$ cat config.mk
export PLATFORM = sky130hd
export DESIGN_NAME = sort_serializer
export DESIGN_NICKNAME = d
export VERILOG_FILES = /design/src/rtl/sort_serializer.sv
export SDC_FILE = /design/constraint.sdc
export NUM_CORES = 1
export LEC_CHECK = 0
export BUFFER_PORTS_ARGS = -buffer_cell sky130_fd_sc_hd__buf_4
export CORE_ASPECT_RATIO = 1.2
export CORE_UTILIZATION = 55
export CTS_BUF_LIST = sky130_fd_sc_hd__clkbuf_16
export CTS_CLUSTER_SIZE = 16
export DETAILED_ROUTE_END_ITERATION = 6
export PLACE_DENSITY_LB_ADDON = 0.2
export SLEW_MARGIN = 10
export SYNTH_ARGS = -nofsm -noshare
export SYNTH_HDL_FRONTEND = slang
export SYNTH_SLANG_ARGS = --single-unit
$ cat constraint.sdc
create_clock -name clk -period 2.7 [get_ports clk]
set_input_delay 0.405 -clock clk [delete_from_list [all_inputs] [get_ports clk]]
set_output_delay 0.405 -clock clk [all_outputs]
set_load 0.01 [all_outputs]
$ cat src/rtl/sort_serializer.sv
// Streams one sorted 4-element frame per input handshake as a byte sequence, and registers per-frame stats.
// Defining SORT_SER_CHECK_EN adds a sticky order_err output that flags accepted frames that are not sorted.
module sort_serializer #(
  parameter int W       = 8,
  parameter int DESCEND = 0
) (
  input  logic         clk,
  input  logic         reset,
  input  logic         in_valid,
  output logic         in_ready,
  input  logic [W-1:0] ra,
  input  logic [W-1:0] rb,
  input  logic [W-1:0] rc,
  input  logic [W-1:0] rd,
  output logic [W-1:0] out_data,
  output logic         out_valid,
  input  logic         out_ready,
  output logic         out_last,
  output logic [W-1:0] range,
  output logic [W-1:0] median,
`ifdef SORT_SER_CHECK_EN
  output logic         order_err,
`endif
  output logic [7:0]   frame_cnt
);

  typedef enum logic [0:0] {IDLE = 1'b0, SEND = 1'b1} state_t;

  state_t       state_r;
  logic [W-1:0] buf_r [4];
  logic [1:0]   idx_r;
  logic [1:0]   idx_next_s;
  logic         accept_s;
  logic         beat_s;

  // Maps stream position to buffer slot (buffer always holds ra..rd in slots 0..3).
  function automatic logic [1:0] slot(input logic [1:0] pos);
    if (DESCEND != 0) begin
      return 2'd3 - pos;
    end else begin
      return pos;
    end
  endfunction

  assign in_ready   = (state_r == IDLE) | (out_valid & out_ready & out_last);
  assign accept_s   = in_valid & in_ready;
  assign beat_s     = out_valid & out_ready;
  assign idx_next_s = idx_r + 2'd1;

  // Frame capture, byte sequencing and per-frame statistics.
  always_ff @(posedge clk or posedge reset) begin
    if (reset) begin
      state_r   <= IDLE;
      idx_r     <= 2'd0;
      out_data  <= '0;
      out_valid <= 1'b0;
      out_last  <= 1'b0;
      range     <= '0;
      median    <= '0;
      frame_cnt <= 8'd0;
      for (int i = 0; i < 4; i++) begin
        buf_r[i] <= '0;
      end
    end else begin
      if (accept_s) begin
        // Also covers the back-to-back reload on the final beat, so out_valid never drops.
        buf_r[0]  <= ra;
        buf_r[1]  <= rb;
        buf_r[2]  <= rc;
        buf_r[3]  <= rd;
        idx_r     <= 2'd0;
        state_r   <= SEND;
        out_valid <= 1'b1;
        out_last  <= 1'b0;
        out_data  <= (DESCEND != 0) ? rd : ra;
        range     <= rd - ra;
        median    <= {1'b0, rb[W-1:1]} + {1'b0, rc[W-1:1]} + {{(W-1){1'b0}}, rb[0] & rc[0]};
        frame_cnt <= frame_cnt + 8'd1;
      end else if ((state_r == SEND) && beat_s) begin
        if (idx_r == 2'd3) begin
          state_r   <= IDLE;
          out_valid <= 1'b0;
          out_last  <= 1'b0;
        end else begin
          idx_r    <= idx_next_s;
          out_data <= buf_r[slot(idx_next_s)];
          out_last <= (idx_next_s == 2'd3);
        end
      end
    end
  end

`ifdef SORT_SER_CHECK_EN
  function automatic logic out_of_order(input logic [W-1:0] a, b, c, d);
    return (a > b) | (b > c) | (c > d);
  endfunction

  // Sticky ordering error, cleared only by reset.
  always_ff @(posedge clk or posedge reset) begin
    if (reset) begin
      order_err <= 1'b0;
    end else if (accept_s && out_of_order(ra, rb, rc, rd)) begin
      order_err <= 1'b1;
    end
  end
`endif

endmodule
==> summary.md, run 1 <==
| Metric | Value |
|---|---|
| Synth Register Bits | 68 |
| Syn Inst Count | 349 |
| Residual DRC count | 0 |
| Wl on met1 | 3.16 mm |
| Worst-Margin Slew | 0.691 ns |
| Met3 wire length | 383 um |
| R2R setup slack | 0.43 ns |
| WS Path Type | register to register |
| Detailed placer's ending HPWL | 5.51 mm |
| Register area share after synthesis | 50.0% |
| Setup TNS | 0 ns |
| Status | completed |
| Hold-fix buffers at CTS | 0 |
| Via count of the routed design | 2,734 |
| Layout cell share with drive strength beyond 1 | 23.3% |
| Area contributors post-synth | dfrtp_1 (50%), nand2_1 (13%), ha_1 (5.9%), mux4_2 (5.3%), o21ai_0 (3.7%) |
| Setup slack after placement | 0.396 ns |
| Avg WL per Cell | 14.8 um |
| H-tree depth | 3 |
| DR vias/cell | 5.39 |
| Fillers | 445 |
| Mapped Area | 3400 um2 |
| Final worst slack | 0.429 ns |
| Buf/Inv on CP | 1 |
| Reg2reg start | idx_r[0] |
| Crit-path slowest cell | ha_1 |
| I/O pin total | 71 |
| Cell Rows | 31 |
| Die ar. | 6500 um2 |
| Crit share post-route | 84.1% |
| CTS Buf Count | 9 |
| Layout Skew | 0.00537 ns |
| F_max | 440 MHz |
| Capturing point of the worst reg2reg path | out_data[0] |
| CTS tree | yes |
| Total grt overflow | 0 |
| Worst Setup EP | out_data[0] |
| Drt initial violations | 180 |
| Horiz. Die Dim | 73.8 um |
| Final setup viols | 0 |
| Max Cap Viol | 0 |
| Worst-Skew Late Latency | 0.33 ns |
| Pins over their slew limit | 0 |
| Clk root buf | clkbuf_16 |
| Count of cell types in the netlist | 33 |
| First-pass GRT wire length | 12.6 mm |
| DR top layer | met4 |
| Total GRT Usage | 26.1% |
| Avg Cell Area, Syn | 9.74 um2 |
| Deepest clock path buffer count | 2 |
| Antenna cells | 0 |
| Clk sinks | 68 |
| Routability Congestion | 0.821 |
| Area leader, netlist | dfrtp_1 |
| Worst Reg2Reg Path Length in Cells | 5 |
| Top Family by Delay on Critical Path | multiplexers |
| Fin. Hold Viols | 0 |
| Number of cells on the critical path | 5 |
| Vias in the first global route | 2,743 |
| Core Box Area | 6010 um2 |
| Crit path from | idx_r[0] |
| Post-route antenna net violation count | 0 |
| Initial antenna violation count | 0 |
| Post-synth ARST share | 100% |
| Die Y | 88.1 um |
| Number of nets in the final layout | 475 |
| Ys Warns | 0 |
| Syn Nets | 404 |
| Area growth syn-to-layout | 27.7% |
| Setup Buffers After CTS | 0 |
| Synth top area share | 50.0% |
| Metal2 WL | 3.83 mm |
| Synth Flop Type | dfrtp_1 |
| Slowest cell delay on critical path | 0.60 ns |
| Critical path endpoint category | register |
| Worst hold path type | input port to async pin |
| Aggregate routed wire length | 7.49 mm |
| Critical path startpoint category | register |
| Crit path DAT | 2.46 ns |
| Starting utilization of the core area | 56.6% |
| Clk slew on worst S/H paths | 0.05 ns |
| RSZ-0062 raised after global routing | false |
| Pwr Density | 1100 nW/um2 |
| CP required | 2.89 ns |
| Largest net degree at the start of global routing | 42 |
| Worst-path cell chain | inv_1, ha_1, mux4_2, mux2i_1, o21ai_0 |
| P_leak | 2.24 nW |
| Drt pass-1 iters | 4 |
| Post_cts resized | 0 |
| Crit-path max FO | 10 |
| Maximum vdd drop | 0.682 mV |
| Relative slew margins | 53.8% |
| Post-synth EDFFs | 0 |
| # port buffers | 70 |
| Min Tclk post-route | 2.27 ns |
-- power by group --
part,internal [mW],switching (mW),leakage [nW],total [mW]
combinational,0.902,0.850,1.24,1.75
clock,0.796,0.411,0.158,1.21
sequential,1.48,0.325,0.844,1.81
-- state kept, by name (all words and copies together), names as in the netlist --
name / flops
median: 8
state_r: 1
range: 8
out_last: 1
frame_cnt: 8
buf_r: 32
idx_r: 2
out_data: 8
-- cell usage in the layout (no fill, tap or decap), drive strengths merged, types with 3 or more instances in the layout --
cell and instances:
mux4 8, and3 3, ha 16, a21oi 11, nor2b 3, o21ai 26
xnor2 9, o31ai 4, buf 74, o21a 5, fa 3, clkinv 4
nor2 11, clkbuf 9, dfrtp 68, a211oi 3, inv 16, nand2b 4
mux2i 8, xor2 6, nand2 116
-- logic make-up after synthesis --
logic type	after synthesis	synth area share, %
flops	68	50.0
xor+xnor	15	3.86
buf+inv	29	3.38
fa+ha+maj	19	7.65
compound gates	57	10.0
simple gates	145	17.4
mux	16	7.65
-- metrics by stage --
step                      total power, mW  util (%)  instances  cell area [um2]  hold WS, ns
after floorplan                      2.89         -        349             3400        0.440
after global placement               3.50      67.1        491             4040        0.453
after detailed placement             3.58      67.1        491             4040        0.463
after CTS                            4.81      72.2        507             4340        0.187
after global routing                 5.12      72.2        507             4340        0.219
final                                4.77      72.2        507             4340        0.169
-- layout make-up --
cell class | instances | area (um2) | area share, %
flip-flops and latches | 68 | 1700 | 39.2
well taps | 82 | 103 | 2.36
clock buffers | 9 | 225 | 5.19
clock inverters | 7 | 82.6 | 1.90
repair buffers | 74 | 581 | 13.4
multi-input cells | 252 | 1590 | 36.7
inverters | 15 | 56.3 | 1.30
-- cells in the mapped netlist (2+ instances only) --
| library cell | count |
|---|---|
| and3_1 | 3 |
| o21bai_1 | 2 |
| o21ai_0 | 25 |
| clkbuf_1 | 9 |
| nand4_1 | 2 |
| inv_1 | 15 |
| xor2_1 | 6 |
| nor2b_1 | 3 |
| mux2i_1 | 8 |
| a21oi_1 | 11 |
| fa_1 | 3 |
| dfrtp_1 | 68 |
| nor2_1 | 11 |
| nand3b_1 | 2 |
| mux4_2 | 8 |
| o31ai_1 | 4 |
| o21a_1 | 5 |
| ha_1 | 16 |
| xnor2_1 | 9 |
| nor3_1 | 2 |
| nand2_1 | 116 |
| nand2b_1 | 4 |
| a211oi_1 | 3 |
| buf_2 | 5 |
-- how the worst min path moves through the flow --
stage	end	cells past startpoint	startpoint
global placement	buf_r[26]	2	buf_r[26]
global route	out_last	2	reset
floorplan	buf_r[11]	2	buf_r[11]
detailed placement	buf_r[23]	2	buf_r[23]
finish	frame_cnt[4]	2	reset
CTS	frame_cnt[4]	2	reset
-- routing by layer --
metal	up-vias	GRT usage [%]
met2	74	42.7
met3	14	6.44
met5	-	0
li1	1315	-
met4	0	10.8
met1	1331	33.2
No activity file was read; power rests on OpenSTA's default activity.
==> run 2: changes to the inputs <==
Clock period 2.7 ns to 2.28 ns, I/O delays scaled along.
==> summary.md, run 2 (synthesis results as in run 1) <==
| Metric | Value |
|---|---|
| Layout Skew | 0.00507 ns |
| WS Path Type | input port to register |
| First-pass GRT wire length | 12.4 mm |
| Non-Filler Instances | 510 |
| Antenna cells | 0 |
| Deepest clock path buffer count | 2 |
| Post_cts resized | 0 |
| Setup Buffers After CTS | 0 |
| Drt pass-1 iters | 6 |
| Core Box Area | 6010 um2 |
| Crit share post-route | 81.3% |
| Crit-path slowest cell | fa_1 |
| Commonest non-fill, non-tap cell in the layout | nand2_1 |
| Residual DRC count | 0 |
| Status | completed |
| Most frequent cells in the layout | nand2_1 (115), buf_4 (75), dfrtp_1 (68), o21ai_0 (25) |
| CP required | 2.51 ns |
| Largest register FFs | 32 |
| Clk root buf | clkbuf_16 |
| Post-placement cell count | 494 |
| Relative slew margins | 70.7% |
| Starting utilization of the core area | 56.6% |
| Total grt overflow | 0 |
| Post-DP Area | 4060 um2 |
| Clk slew on worst S/H paths | 0.05 ns |
| CP dominant cell by count | fa_1 |
| Cell Rows | 31 |
| Worst Reg2Reg Path Length in Cells | 6 |
| Fillers | 472 |
| Critical path endpoint category | register |
| Total GRT Usage | 25.8% |
| CTS tree | yes |
| Worst-Margin Slew | 0.438 ns |
| Fin. Hold Viols | 0 |
| Routability Congestion | 0.858 |
| Final setup viols | 0 |
| Initial antenna violation count | 0 |
| Die ar. | 6500 um2 |
| Slowest cell delay on critical path | 0.46 ns |
| Hold-fix buffers at CTS | 0 |
| Crit-path max FO | 2 |
| F_max | 540 MHz |
| Final worst slack | 0.427 ns |
| H-tree depth | 3 |
| CTS Buf Count | 9 |
| Aggregate routed wire length | 7.52 mm |
| Drt initial violations | 134 |
| Hold_ws | 0.0758 ns |
| Setup slack after placement | 0.0871 ns |
| Via count of the routed design | 2,741 |
| Max Cap Viol | 0 |
| Critical path startpoint category | input port |
| Avg WL per Cell | 14.7 um |
| Worst-path cell chain | buf_4, inv_1, fa_1, fa_1, nor2b_1, o31a_1, o21a_1, nor3_1, o31ai_1 |
| Crit path DAT | 2.08 ns |
| Setup TNS | 0 ns |
| Worst-Skew Late Latency | 0.33 ns |
| Die Y | 88.1 um |
| Layout cell share with drive strength beyond 1 | 23.8% |
| Post-route antenna net violation count | 0 |
| Met2 track demand over resource | 42.5% |
| Min Tclk post-route | 1.85 ns |
| Number of nets in the final layout | 478 |
| I/O pin total | 71 |
| Design Area, Final | 4340 um2 |
| Detailed placer's ending HPWL | 5.28 mm |
| Maximum vdd drop | 0.552 mV |
| Worst hold path type | input port to async pin |
| P_leak | 2.25 nW |
| Met3 Track Usage GR | 5.18% |
| GR Layer Usage met1 | 32.7% |
| Horiz. Die Dim | 73.8 um |
| Layer with the highest usage | met2 |
| Clk sinks | 68 |
| DR vias/cell | 5.37 |
| Largest net degree at the start of global routing | 69 |
| Pwr Density | 1290 nW/um2 |
| RSZ-0062 raised after global routing | false |
| Area growth syn-to-layout | 27.7% |
| Pins over their slew limit | 0 |
| Top reg by flops | buf_r |
| # port buffers | 70 |
| Vias in the first global route | 2,665 |
run 2: cell types whose count changed in the layout (fill, tap and decap cells not counted), sizes merged:
cell / before / now
bufinv: 2 / 1
buf: 74 / 77
clkinvlp: 0 / 1
clkinv: 4 / 3
inv: 16 / 17
run 2: area by class of cell:
cell class | count | area (um2) | share of cell area [%]
Multi-Input combinational cell | 252 | 1590 | 36.7
Clock inverter | 7 | 60.1 | 1.38
Tap cell | 82 | 103 | 2.36
Inverter | 15 | 56.3 | 1.30
Timing Repair Buffer | 77 | 603 | 13.9
Sequential cell | 68 | 1700 | 39.2
Clock buffer | 9 | 225 | 5.19
run 2: metrics by stage:
stage | utilization (%) | power, mW
final | 72.2 | 5.62
after detailed placement | 67.5 | 4.29
after CTS | 72.2 | 5.66
after global placement | 67.5 | 4.20
after global routing | 72.2 | 6.01
after floorplan | - | 3.42
run 2: final timing paths:
check | to | start | slack [ns]
worst max-delay path | median[6] | rb[1] | 0.43
worst min-delay path | frame_cnt[3] | reset | 0.08
worst max register to register | out_data[1] | idx_r[0] | 0.43
worst min register to register | frame_cnt[7] | frame_cnt[7] | 0.46
max in group asynchronous | buf_r[4] | reset | 1.89
min in group clk | buf_r[8] | rc[0] | 0.21
run 2: routing by layer:
metal,wire (um),vias up
met3,340,18
li1,-,1318
met5,0,-
met1,3210,1321
met4,161,0
met2,3810,84
run 2: critical path: cells and delay by family:
kind	cells	cell delay [ns]
AOI/OAI and AO/OA	3	0.50
adders and majority gates	2	0.89
buffers and inverters	2	0.13
and+or+nand+nor	2	0.23
run 2: where the power goes:
group / total [mW] / leakage, nW / internal [mW] / switching (mW)
registers: 2.11 / 0.844 / 1.76 / 0.356
clock network: 1.32 / 0.148 / 0.831 / 0.491
logic: 2.18 / 1.26 / 1.10 / 1.08
total: 5.62 / 2.25 / 3.69 / 1.93
